## src/rtl/median_line_sequencer_pkg.sv

```systemverilog
// Shared constants for the median line sequencer: default widths, FSM encoding, window depth.
package median_line_sequencer_pkg;
  localparam int DW_DEFAULT = 16;
  localparam int AW_DEFAULT = 10;
  localparam int WIN_TAPS   = 3;

  typedef enum logic [1:0] {
    ST_IDLE  = 2'd0,
    ST_FETCH = 2'd1,
    ST_DRAIN = 2'd2,
    ST_FIN   = 2'd3
  } state_t;
endpackage

```

## src/rtl/median_line_sequencer_win.sv

```systemverilog
// 3-tap shift window with fill counter; median and centre tap are combinational.
module median3_win
  import median_line_sequencer_pkg::*;
#(
  parameter int DW = DW_DEFAULT
) (
  input  logic          CLK,
  input  logic          HARD_RESET,
  input  logic          clr,
  input  logic          load,
  input  logic [DW-1:0] din,
  output logic [DW-1:0] med,
  output logic [DW-1:0] ctr,
  output logic          valid
);
  logic [DW-1:0] tap0, tap1, tap2, lo, hi;
  logic [1:0]    fill;

  always_ff @(posedge CLK or posedge HARD_RESET) begin
    if (HARD_RESET) begin
      tap0 <= '0; tap1 <= '0; tap2 <= '0; fill <= '0;
    end else if (clr) begin
      tap0 <= '0; tap1 <= '0; tap2 <= '0; fill <= '0;
    end else if (load) begin
      tap2 <= tap1;
      tap1 <= tap0;
      tap0 <= din;
      if (fill != 2'(WIN_TAPS)) fill <= fill + 2'd1;
    end
  end

  // Median = tap2 clamped into [min(tap0,tap1), max(tap0,tap1)]; ties fall out naturally.
  always_comb begin
    lo  = (tap0 < tap1) ? tap0 : tap1;
    hi  = (tap0 < tap1) ? tap1 : tap0;
    med = (tap2 > hi) ? hi : ((tap2 < lo) ? lo : tap2);
  end

  assign ctr   = tap1;
  assign valid = (fill == 2'(WIN_TAPS));
endmodule

```

## src/rtl/median_line_sequencer.sv

```systemverilog
// Fetches one line with edge replication, primes the median window and writes the filtered line back.
module median_line_sequencer
  import median_line_sequencer_pkg::*;
#(
  parameter int DW = DW_DEFAULT,
  parameter int AW = AW_DEFAULT
) (
  input  logic          CLK,
  input  logic          HARD_RESET,
  input  logic          START,
  input  logic          ABORT,
  input  logic          BYPASS,
  input  logic [AW:0]   LEN,
  output logic          RD_EN,
  output logic [AW-1:0] RD_ADDR,
  input  logic [DW-1:0] RD_DATA,
  output logic          WR_EN,
  output logic [AW-1:0] WR_ADDR,
  output logic [DW-1:0] WR_DATA,
  output logic          BUSY,
  output logic          DONE
);
  localparam int STAGES = 1;
  localparam logic [AW:0] ONE = 1;

  state_t        state, state_nx;
  logic [AW:0]   len_q, rd_cnt, wr_cnt, rd_a;
  logic          byp_q;
  logic [STAGES:0] vld_pipe;   // [0]: read issued last cycle (load now), [1]: window loaded last cycle
  logic          start_ok, in_line, win_clr, wr_fire, win_valid;
  logic [DW-1:0] win_med, win_ctr;

  assign start_ok = START && !ABORT && (state == ST_IDLE);
  assign in_line  = (state == ST_FETCH) || (state == ST_DRAIN);
  assign win_clr  = start_ok || (ABORT && in_line);
  assign wr_fire  = in_line && !ABORT && win_valid && vld_pipe[1];

  always_ff @(posedge CLK or posedge HARD_RESET) begin
    if (HARD_RESET) state <= ST_IDLE;
    else            state <= state_nx;
  end

  always_comb begin
    state_nx = state;
    case (state)
      ST_IDLE:  if (start_ok) state_nx = (LEN == '0) ? ST_FIN : ST_FETCH;
      ST_FETCH: if (ABORT) state_nx = ST_IDLE;
                else if (rd_cnt == len_q + ONE) state_nx = ST_DRAIN;
      ST_DRAIN: if (ABORT) state_nx = ST_IDLE;
                else if (wr_fire && (wr_cnt == len_q - ONE)) state_nx = ST_FIN;
      ST_FIN:   state_nx = ST_IDLE;
      default:  state_nx = ST_IDLE;
    endcase
  end

  always_comb begin
    RD_EN = (state == ST_FETCH) && !ABORT;
    BUSY  = in_line;
    DONE  = (state == ST_FIN);
  end

  always_ff @(posedge CLK or posedge HARD_RESET) begin
    if (HARD_RESET) begin
      len_q <= '0; byp_q <= 1'b0; rd_cnt <= '0; wr_cnt <= '0; vld_pipe <= '0;
    end else begin
      if (start_ok) begin
        len_q <= LEN;
        byp_q <= BYPASS;
      end
      if (win_clr) begin
        rd_cnt   <= '0;
        wr_cnt   <= '0;
        vld_pipe <= '0;
      end else begin
        if (RD_EN)   rd_cnt <= rd_cnt + ONE;
        if (wr_fire) wr_cnt <= wr_cnt + ONE;
        vld_pipe <= {vld_pipe[STAGES-1:0], RD_EN};
      end
    end
  end

  // Read k fetches x[k-1] clamped to [0, N-1], giving 0,0,1,..,N-1,N-1.
  always_comb begin
    if (rd_cnt == '0)        rd_a = '0;
    else if (rd_cnt > len_q) rd_a = len_q - ONE;
    else                     rd_a = rd_cnt - ONE;
  end

  assign RD_ADDR = RD_EN ? rd_a[AW-1:0] : '0;
  assign WR_EN   = wr_fire;
  assign WR_ADDR = wr_fire ? wr_cnt[AW-1:0] : '0;
  assign WR_DATA = wr_fire ? (byp_q ? win_ctr : win_med) : '0;

  median3_win #(.DW(DW)) u_win (
    .CLK        (CLK),
    .HARD_RESET (HARD_RESET),
    .clr        (win_clr),
    .load       (vld_pipe[0]),
    .din        (RD_DATA),
    .med        (win_med),
    .ctr        (win_ctr),
    .valid      (win_valid)
  );
endmodule

```

## config.mk

```make
export PLATFORM = sky130hd
export DESIGN_NAME = median_line_sequencer
export DESIGN_NICKNAME = d
export VERILOG_FILES = /design/src/rtl/median_line_sequencer_pkg.sv /design/src/rtl/median_line_sequencer_win.sv /design/src/rtl/median_line_sequencer.sv
export SDC_FILE = /design/constraint.sdc
export NUM_CORES = 1
export LEC_CHECK = 0
export CELL_PAD_IN_SITES_DETAIL_PLACEMENT = 0
export CELL_PAD_IN_SITES_GLOBAL_PLACEMENT = 1
export CORE_MARGIN = 1
export CORE_UTILIZATION = 45
export DETAILED_ROUTE_END_ITERATION = 6
export PLACE_DENSITY = 0.92
export SLEW_MARGIN = 10
export SYNTH_ARGS = -nofsm -noshare
export SYNTH_HDL_FRONTEND = slang
export SYNTH_SLANG_ARGS = --single-unit
```

## constraint.sdc

```tcl
create_clock -name CLK -period 7.29 [get_ports CLK]
set_input_delay 1.0935 -clock CLK [delete_from_list [all_inputs] [get_ports CLK]]
set_output_delay 1.0935 -clock CLK [all_outputs]
set_load 0.01 [all_outputs]
```

**Word-level counts from Yosys, hierarchy flattened**

Cells that the tools add are included.

- Add/subtract/negate cells: 6
- Magnitude comparators: 4
- Equality and inequality tests: 10
- Multiplexer cells: 31
- Reduce and logical (&&, ||, !) cells: 20

Operators by type and width:

| operator | count |
|---|---|
| $mux 16 | 12 |
| $mux 11 | 4 |
| $mux 10 | 4 |
| $add 11x1->11 const B | 3 |
| $lt 16x16->1 | 2 |
| $eq 11x11->1 | 2 |
| $logic_not 11->1 | 2 |
| $mux 2 | 10 |
| $gt 16x16->1 | 1 |
| $gt 11x11->1 | 1 |
| $sub 11x1->11 const B | 1 |
| $sub 10x1->10 const B | 1 |
| $logic_and 1x1->1 | 8 |
| $pmux 2 s4 | 1 |
| $reduce_bool 2->1 | 4 |
| $eq 2x2->1 const B | 3 |
| $ne 2x2->1 const B | 2 |
| $ne 3x2->1 const B | 1 |
| $ne 3x3->1 const B | 1 |
| $reduce_and 3->1 | 1 |
| $add 2x1->2 const B | 1 |
| $eq 2x1->1 const B | 1 |
| $logic_not 2->1 | 1 |
| $logic_or 1x1->1 | 2 |
| other kinds (2) | 2 |

- Register bits: 88
- Output and inout port bits: 40
- Word-level logic and storage cells: 81

**Longest topological paths before layout**

- Depth in word-level cells: 9
- Mapped depth: 19

**By module**

A second synthesis with hierarchy kept.

- Cells, all modules: 841
- Area, all modules: 7,469.7 um^2

By module, submodules not included:

| module | instances | cells each | area each (um^2) |
|---|---|---|---|
| median3_win | 1 | 414 | 3,921.3 |
| median_line_sequencer | 1 | 427 | 3,548.4 |

**Worst setup path before layout**

No wires, ideal clock.

- Path kind: register to output
- Start: register u_win.tap1[1] (netlist: u_win.ctr[1])
- End: output port WR_DATA[10]
- Arrival time: 4.382 ns
- Required time: 6.196 ns
- Setup slack: 1.815 ns
- Cell stages (with the launch flop): 18
- Path buffers: 3
- Path through: dfrtp_1 > inv_1 > ha_1 > a2111oi_2 > o31ai_1 > a211oi_4 > buf_2 > buf_2 > mux2i_1 > ha_1 > a211oi_1 > nor2_1 > o31ai_1 > o211ai_1 > a31oi_1 > clkbuf_1 > o221a_2 > o211a_1

- Longest elaborated chain between the ends: 7

RTL lines:

| element | line | text |
|---|---|---|
| start, declared | median_line_sequencer_win.sv:16 | `logic [DW-1:0] tap0, tap1, tap2, lo, hi;` |
| start signal, assigned | median_line_sequencer_win.sv:26 | `tap1 <= tap0;` |
| $lt 16x16->1 | median_line_sequencer_win.sv:34, median_line_sequencer_win.sv:35 |  |
| $mux 16 | median_line_sequencer_win.sv:34 | `lo = (tap0 < tap1) ? tap0 : tap1;` |
| $lt 16x16->1 | median_line_sequencer_win.sv:36 | `med = (tap2 > hi) ? hi : ((tap2 < lo) ? lo : tap2);` |
| $mux 16 | median_line_sequencer_win.sv:36 |  |
| $mux 16 (*) | median_line_sequencer_win.sv:36 |  |
| $mux 16 (*) (2 in series) | median_line_sequencer.sv:92 | `assign WR_DATA = wr_fire ? (byp_q ? win_ctr : win_med) : '0;` |
| end, declared | median_line_sequencer.sv:19 | `output logic [DW-1:0] WR_DATA,` |

Mark *: on every way between the ends. The rest lies on a longest branch, timed or not.

**Worst setup path after layout**

- Start: register u_win.tap1[1] (netlist: u_win.ctr[1])
- End: output port WR_DATA[13]

The elaborated chain is that of the path after synthesis.

==> impl_metrics.csv <==
group,metric,value,unit
die,die-width,128,um
clock_network,clk_pin_slew_worst_paths,0.07,ns
grt,grt_pass1_vias,5591,
cells_and_area,nFillCells,1410,
clock_network,clock_sinks,88,
sta,slew_headroom,0.201,
drt,postRouteAntennaNets,0,
critical_path,startpoint_type,"flop",
drt,dr.pass1.iters,5,
die,die_h,128,um
clock_network,cts_setup_buffers,0,
clock_network,clkLatencyLatePin,0.36,ns
synthesis,yosys_warnings,0,
cells_and_area,antennaDiodeCount,0,
synthesis,yosysUniqueCellTypes,61,
drt,routedWlPerCell,17.3,um
worst_hold_path,hold_path.class,"flop to flop",
cells_and_area,regArea,2200,um^2
critical_path,crit_buf_inv,4,
sta,min_period_over_period,0.960,
drt,wl,18.0,mm
die,row_count,45,
synthesis,syn_area,7140,um^2
grt,antenna_found_initial,0,
sta,final-setup-viol-count,0,
sta,fin_tns_setup,0,ns
flow_run,drv_cap,0,
synthesis,synth.most_common_cell,"mux2i_1",
grt,grt_pass1_wl,29.3,mm
die,io-pin-count,72,
drt,drc,0,
cells_and_area,design_area,8330,um^2
cells_and_area,fin_nets,924,
synthesis,ys_ff_latch,88,
place,routabilityCongestion,0.870,
run_status,status,"finished clean",
drt,drt-initial-drc-count,391,
die,core_area,15400,um^2
synthesis,synth_commonest_cells,"mux2i_1, nor2_1, dfrtp_1, ha_1, nand2_1",
critical_path,worstSetupPathType,"flop to output pin",
synthesis,synth-edff-count,0,
critical_path,path_cells,"inv_1 > ha_1 > a2111oi_2 > o31ai_1 > a211oi_4 > buf_12 > mux2i_1 > ha_1 > nand4_1 > nor4_1 > o21ai_0 > o211ai_1 > nand4bb_1 > buf_4 > o221a_2 > o211a_1 > clkdlybuf4s50_1",
clock_network,cts_buffer_depth,2,
critical_path,cpMaxStageDelayCell,"a211oi_4",
cells_and_area,syn_to_final_growth,16.7,%
cells_and_area,drive_gt1_frac,0.0772,
critical_path,end_kind,"output pin",
sta,worst-slew-pin-transition,1.20,ns
critical_path,cpMostUsedCell,"ha_1",
clock_network,cts_tree,"done",
grt,grt.total_usage,0.229,
critical_path,crit_path_max_incr_delay,0.81,ns
synthesis,synth_top_cell_by_area,"dfrtp_1",
die,die-area,16400,um^2
sta,skew,0.00960,ns
synthesis,synth_nets,876,
place,port_buffers,71,
cells_and_area,fin_util,0.542,
critical_path,arrival,5.90,ns
place,post-place-ws,0.804,ns
synthesis,avgSynthCellArea,9.21,um^2
sta,max_freq,0.143,GHz
drt,vias,5935,
clock_network,post_cts_resized,0,
die,initial_core_util,0.465,
synthesis,synth_ff_type,"dfrtp_1",
place,dpl_cell_area,8050,um^2
grt,grt_max_degree,73,
critical_path,cp_max_fo,23,
clock_network,numCtsBuffers,9,
synthesis,yosysSeqAreaShare,0.308,
synthesis,synth_cells,776,
clock_network,htree_levels,3,
clock_network,cts_root_buffer,"clkbuf_16",
grt,grt_overflow,0,
critical_path,cp.required,6.20,ns
clock_network,cts_hold_buf,0,
synthesis,yosysTopAreaCellShare,0.308,
sta,fin_ws,0.292,ns
sta,layout_min_cycle_time,7.00,ns
sta,hold_viol_final,0,
drt,via_per_inst,5.71,
sta,final_max_slew_viol_count,0,
sta,rsz0062_at_grt,"false",
critical_path,path_delay_family,"compound AO/OA/AOI/OAI gates",
synthesis,ys_top_cells_by_area,"dfrtp_1, mux2i_1, ha_1",
synthesis,synthArstFlopShare,1.00,
cells_and_area,multi_input_area,4620,um^2
place,hpwl,12.7,mm
stage by stage:
| stage | hold slack [ns] | std cells |
|---|---|---|
| 4_1_cts | 0.550 | 1040 |
| 5_1_grt | 0.577 | 1040 |
| 2_1_floorplan | 0.490 | 776 |
| 3_3_place_gp | 0.508 | 1024 |
| 6_report | 0.542 | 1040 |
| 3_5_place_dp | 0.535 | 1024 |
worst paths after layout:
kind | cells after the start | start | slack (ns) | endpoint
min reg2reg | 2 | u_win.fill[1]$_DFFE_PP0P_ | 0.54 | u_win.fill[1]$_DFFE_PP0P_
min in group asynchronous | 2 | HARD_RESET | 1.10 | u_win.ctr[10]$_DFFE_PP0P_
max reg2reg | 9 | len_q[0]$_DFFE_PP0P_ | 4.39 | state[1]$_DFFE_PP0P_
max | 17 | u_win.ctr[1]$_DFFE_PP0P_ | 0.29 | WR_DATA[13]
max in group asynchronous | 3 | HARD_RESET | 5.04 | vld_pipe[0]$_DFF_PP0_
min | 2 | u_win.fill[1]$_DFFE_PP0P_ | 0.54 | u_win.fill[1]$_DFFE_PP0P_
per-layer routing:
metal  GRT usage  share of wire  wire length, um  up-vias
li1            -              -                -     2903
met5           0              0                0        -
met3      0.0271          0.055              983       24
met2       0.359           0.45             8080      189
met4      0.0913          0.019              345        0
met1       0.323           0.48             8590     2819
state kept, by name, summed over array words and instances (netlist names):
| register | flops |
|---|---|
| vld_pipe | 2 |
| u_win.ctr | 16 |
| len_q | 11 |
| u_win.tap0 | 16 |
| wr_cnt | 11 |
| byp_q | 1 |
| u_win.tap2 | 16 |
| rd_cnt | 11 |
| state | 2 |
| u_win.fill | 2 |
cell families (layout without fill, tap and decap cells):
family	after synthesis	count (layout)	synth area share
and+or+nand+nor	257	257	0.174
AOI/OAI and AO/OA	120	120	0.135
muxes	106	106	0.151
DFF	88	88	0.308
buffers and inverters	87	140	0.0466
adders and majority gates	68	68	0.119
xor gates and xnor gates	50	50	0.0671
layout by cell type, fill, tap and decap left out, types with 10 or more instances in the layout:
| cell type | n |
|---|---|
| nor3_1 | 10 |
| mux2_2 | 13 |
| nand4_1 | 13 |
| nand2_1 | 47 |
| o211a_1 | 15 |
| nor2_1 | 89 |
| o21ai_0 | 20 |
| dfrtp_1 | 87 |
| mux2i_1 | 93 |
| ha_1 | 68 |
| a21oi_1 | 19 |
| clkdlybuf4s50_1 | 71 |
| inv_1 | 41 |
| xor2_1 | 19 |
| xnor2_1 | 28 |
| and2_1 | 16 |
| nor4_1 | 10 |
| nand3_1 | 35 |
| o221a_2 | 16 |
worst register-to-register path: cells and delay by family (launching register included):
| kind | cells | cell delay, ns |
|---|---|---|
| compound gates | 5 | 1.35 |
| flops | 1 | 0.54 |
| fa+ha+maj | 1 | 0.40 |
| mux | 1 | 0.21 |
| xor+xnor | 1 | 0.18 |
| buf+inv | 1 | 0.15 |
area by class of cell:
cell class | instances | share of cell area
Clock inverter | 5 | 0.00480
Inverter | 43 | 0.0195
Multi-Input combinational cell | 601 | 0.555
Clock buffer | 11 | 0.0291
Timing Repair Buffer | 81 | 0.0958
Sequential cell | 88 | 0.264
Tap cell | 211 | 0.0317
Power is not shown: default switching activity piles up to over one toggle a cycle in this logic, so the estimate is an artifact.
